--- src/rtl/ifft_serializer.sv ---
// rtl/ifft_serializer.sv - captures a scaled IFFT frame and streams it out one complex sample per handshake
module ifft_serializer #(
   parameter int N  = 16,
   parameter int W  = 16,
   parameter int IW = (N > 1) ? $clog2(N) : 1
) (
   input  logic              clk,
   input  logic              rst,
   input  logic              in_valid,
   input  logic signed [W:0] x [N][1:0],
   output logic              in_ready,
   output logic              out_valid,
   input  logic              out_ready,
   output logic signed [W:0] out_re,
   output logic signed [W:0] out_im,
   output logic [IW-1:0]     out_idx,
   output logic              out_last,
   output logic [15:0]       frame_cnt
);

   localparam logic [0:0] S_IDLE   = 1'b0;
   localparam logic [0:0] S_STREAM = 1'b1;
   localparam logic [IW-1:0] LAST_IDX = IW'(N - 1);

   logic [0:0]        state_q, state_d;
   logic [IW-1:0]     idx_q, idx_d;
   logic [15:0]       frame_cnt_q, frame_cnt_d;
   logic signed [W:0] frame_q [N][1:0];

   logic at_last;
   logic accept;
   logic xfer;

   assign at_last   = (idx_q == LAST_IDX);
   assign out_valid = (state_q == S_STREAM);
   // A new frame may enter on the same edge that retires the last sample.
   assign in_ready  = (state_q == S_IDLE) || (out_valid && at_last && out_ready);
   assign accept    = in_valid && in_ready;
   assign xfer      = out_valid && out_ready;

   always_comb begin
      state_d     = state_q;
      idx_d       = idx_q;
      frame_cnt_d = frame_cnt_q;
      if (state_q == S_IDLE) begin
         if (accept) begin
            state_d = S_STREAM;
            idx_d   = '0;
         end
      end else if (xfer) begin
         if (!at_last) begin
            idx_d = idx_q + 1'b1;
         end else begin
            frame_cnt_d = frame_cnt_q + 16'd1;
            idx_d       = '0;
            state_d     = accept ? S_STREAM : S_IDLE;
         end
      end
   end

   always_ff @(posedge clk or posedge rst) begin
      if (rst) begin
         state_q     <= S_IDLE;
         idx_q       <= '0;
         frame_cnt_q <= '0;
      end else begin
         state_q     <= state_d;
         idx_q       <= idx_d;
         frame_cnt_q <= frame_cnt_d;
      end
   end

   // Payload storage is left unreset; outputs are gated by out_valid instead.
   always_ff @(posedge clk) begin
      if (accept) begin
         frame_q <= x;
      end
   end

   assign out_re    = out_valid ? frame_q[idx_q][0] : '0;
   assign out_im    = out_valid ? frame_q[idx_q][1] : '0;
   assign out_idx   = out_valid ? idx_q : '0;
   assign out_last  = out_valid && at_last;
   assign frame_cnt = frame_cnt_q;

endmodule
--- config.mk ---
export PLATFORM = sky130hd
export DESIGN_NAME = ifft_serializer
export DESIGN_NICKNAME = d
export VERILOG_FILES = /design/src/rtl/ifft_serializer.sv
export SDC_FILE = /design/constraint.sdc
export NUM_CORES = 1
export LEC_CHECK = 0
export CORE_ASPECT_RATIO = 1.1
export CORE_UTILIZATION = 40
export CTS_CLUSTER_SIZE = 14
export DETAILED_ROUTE_END_ITERATION = 16
export GPL_TIMING_DRIVEN = 1
export HOLD_SLACK_MARGIN = 0.08
export PLACE_DENSITY = 0.67
export SYNTH_ARGS = -nofsm -noshare
export SYNTH_HDL_FRONTEND = slang
export SYNTH_SLANG_ARGS = --single-unit
export TNS_END_PERCENT = 30
--- constraint.sdc ---
create_clock -name clk -period 18.1 [get_ports clk]
set_input_delay 3.62 -clock clk [delete_from_list [all_inputs] [get_ports clk]]
set_output_delay 3.62 -clock clk [all_outputs]
set_load 0.01 [all_outputs]
==> impl_metrics.yaml <==
status:
  outcome: "finished, final reports clean"
cts:
  cts_buffers: 57
  cts_resized: 0
  cts-root-buf: "clkbuf_16"
  cts_hold_buffers: 0
  cts_buffer_depth: 3
  h-tree-depth: 2
  clk_pin_slew_ps: 60
  cts.sinks: 565
  clk_latency_ps: 610
  cts_tree: "built"
  postCtsSetupBuffers: 0
die:
  chipHeight_um: 248
  dieArea_um2: 56200
  fp-row-count: 89
  die_x_um: 226
  pin_count: 605
  coreArea_um2: 54100
  initial_core_util: 0.408
synthesis:
  synth_compound_area_frac: 0.0481
  ys_warn_count: 0
  yosysTopAreaCellShare: 0.740
  synth-seq-cells: 565
  yosysTopAreaCell: "edfxtp_1"
  synth_xor_area_frac: 0.00595
  postSynth.asyncResetShare: 0.0372
  syn-num-nets: 1748
  synth_top_family_by_area: "multiplexers"
  synth_fa_ha_area_frac: 0.00113
  seq_area_frac_synth: 0.763
  synth.avg_cell_area_um2: 18.4
  synthCells: 1198
  yosys-top-cells-area: "edfxtp_1 (74%), mux2i_1 (11%), a22oi_1 (3.6%), dfrtp_1 (2.4%), mux4_2 (1.5%)"
  yosys-top-cells-count: "edfxtp_1 (544), mux2i_1 (244), a22oi_1 (106), nand3_1 (57), nand2_1 (54)"
  synth.area.mux_share: 0.126
  synth_edf_count: 544
  synth_flop_cell: "edfxtp_1"
  synth.most_common_cell: "edfxtp_1"
  yosys.area_share.simple: 0.0312
  synth_cell_types: 38
  syn_area_um2: 22100
worst_setup_path:
  path_cells: "clkdlybuf4s50_1 > nand4_1 > nand2_1 > clkdlybuf4s50_1"
  slowest_stage: "clkdlybuf4s50_1"
  crit_top_cell: "clkdlybuf4s50_1"
  rrSetupSlack_ps: 11770
  critPathMaxStageDelay_ps: 610
  cp.arrival_ps: 5210
  worstSetupEndpointType: "output pin"
  cp-start-kind: "input port"
  crit_type: "input port to output pin"
  cp.required_ps: 14480
  endpoint: "in_ready"
  rr_startpoint: "out_valid$_DFF_PP0_"
  rr_endpoint: "frame_q[437]$_DFFE_PP_"
  r2r_cells: 9
  cp_max_fo: 8
  critPathLaunch: "out_ready"
drt:
  wl_um: 65400
  wl_per_cell_um: 25.1
  first_iter_violations: 1088
  route.detailed.drc: 0
  via_count: 13300
  vias_per_cell: 5.12
  dr.pass1.iters: 7
  antenna_left: 0
timing:
  fin_crit_sh: 0.488
  final_hold_viol_count: 0
  rsz0062_at_grt: "no"
  max_freq_ghz: 0.113
  slew_headroom: 0.211
  tightest_slew_ps: 1180
  final.setup_skew_ps: 19.2
  drv_slew: 0
  finalSetupTns_ps: 0
  holdWs_ps: 496
  min_period_ps: 8830
  setup_violations: 0
placement:
  io_buffers: 604
  gp_congestion: 0.835
  dpl.cell_count: 2479
  dp_hpwl_um: 46600
power_and_ir_drop:
  ir_drop_uv: 82.0
  p_per_area_nw_per_um2: 124
  leakage_nw: 10.6
finish:
  seqCellArea_um2: 16900
  multiInputGateArea_um2: 4730
  nets: 2360
  final_cells: 2608
  n_fill_cell: 4371
  area_growth_syn_to_layout_pct: 38.5
  drive_gt1_frac: 0.0679
  utilization: 0.565
run:
  drv_cap: 0
global_route:
  grt_max_degree: 190
  grt_overflow: 0
  first_global_vias: 13900
  grt_usage: 0.229
  grt_pass1_wl_um: 91700
  antenna_found_initial: 27
min_path:
  hp-class: "register to register"
## cell usage in the layout, fill, tap and decap left out, types with 2 or more instances in the layout
cell             netlist  layout
xor2_1                 3       3
a221oi_2               6       6
a21oi_1                3       3
o21ai_1                6       6
dfrtp_1               21      20
edfxtp_1             544     544
xnor2_1               12      12
o2111ai_1              4       4
bufinv_16              0       5
and2_1                 6       4
clkinv_1               0      17
ha_1                   2       2
nand2_1               54      54
mux4_2                15      15
diode_2                0      23
inv_1                  6       6
clkbuf_16              0      58
a221oi_1               5       5
nand4_1                8       8
buf_4                 11      15
buf_12                 2       2
clkbuf_1              18      12
nand2b_1               2       2
mux2i_1              244     244
clkdlybuf4s50_1        0     604
clkinv_2               0      11
nor2b_4                0       3
nor2_1                 6       5
a22oi_1              106     106
nand3_1               57      57
o21ai_0                9       9
## registers in the layout, summed over array words and instances (netlist names)
register	cells
frame_q	544
out_valid	1
idx_q	4
frame_cnt	16
## layer usage
layer | GRT usage | routed length, µm | vias to the layer above
met3 | 0.0695 | 5530 | 107
met4 | 0.0950 | 1810 | 8
met5 | 0 | 51 | -
li1 | - | - | 6054
met1 | 0.267 | 24500 | 6650
met2 | 0.390 | 33600 | 526
## per-stage QoR
stage | setup slack (ps) | total power, mW | instance area (µm²)
2_1_floorplan | 658 | 2.16 | 22100
3_3_place_gp | 9270 | 2.67 | 28700
3_5_place_dp | 9280 | 2.68 | 28700
4_1_cts | 9280 | 3.82 | 30500
5_1_grt | 9180 | 3.92 | 30600
6_report | 9270 | 3.78 | 30600
## logic make-up (layout without fill, tap and decap cells)
family                     count (synthesis)  after routing
muxes                                    260            260
xor gates and xnor gates                  15             15
adders and majority gates                  2              2
AOI/OAI and AO/OA                        140            140
and+or+nand+nor                          142            142
other                                      0             23
buffers and inverters                     74            733
DFF                                      565            565
## critical path, delay by kind of cell
| kind | cells | cell delay (ps) |
|---|---|---|
| buffers and inverters | 2 | 1180 |
| and+or+nand+nor | 2 | 410 |
## power breakdown
part	internal (mW)	switching (mW)
clock network	0.656	0.486
logic	0.491	0.621
registers	1.49	0.0390
total	2.63	1.15
## final cells by class
| type | instances | area share |
|---|---|---|
| diodes | 23 | 0.00188 |
| well taps | 728 | 0.0298 |
| flip-flops and latches | 565 | 0.551 |
| repair buffers | 621 | 0.203 |
| clock buffers | 70 | 0.0489 |
| clock inverters | 36 | 0.00986 |
| inverters | 6 | 0.000736 |
| multi-input cells | 559 | 0.155 |
## how the worst min path moves through the flow
stage                                         start                   endpoint  cells after the start
after floorplan           frame_cnt[15]$_DFFE_PP0P_  frame_cnt[15]$_DFFE_PP0P_                      1
after global placement     frame_cnt[5]$_DFFE_PP0P_   frame_cnt[5]$_DFFE_PP0P_                      1
after detailed placement  frame_cnt[15]$_DFFE_PP0P_  frame_cnt[15]$_DFFE_PP0P_                      1
after CTS                 frame_cnt[10]$_DFFE_PP0P_  frame_cnt[10]$_DFFE_PP0P_                      1
after global routing      frame_cnt[10]$_DFFE_PP0P_  frame_cnt[10]$_DFFE_PP0P_                      1
final                     frame_cnt[10]$_DFFE_PP0P_  frame_cnt[10]$_DFFE_PP0P_                      1
Note: power is estimated with default switching activity, not from simulation.
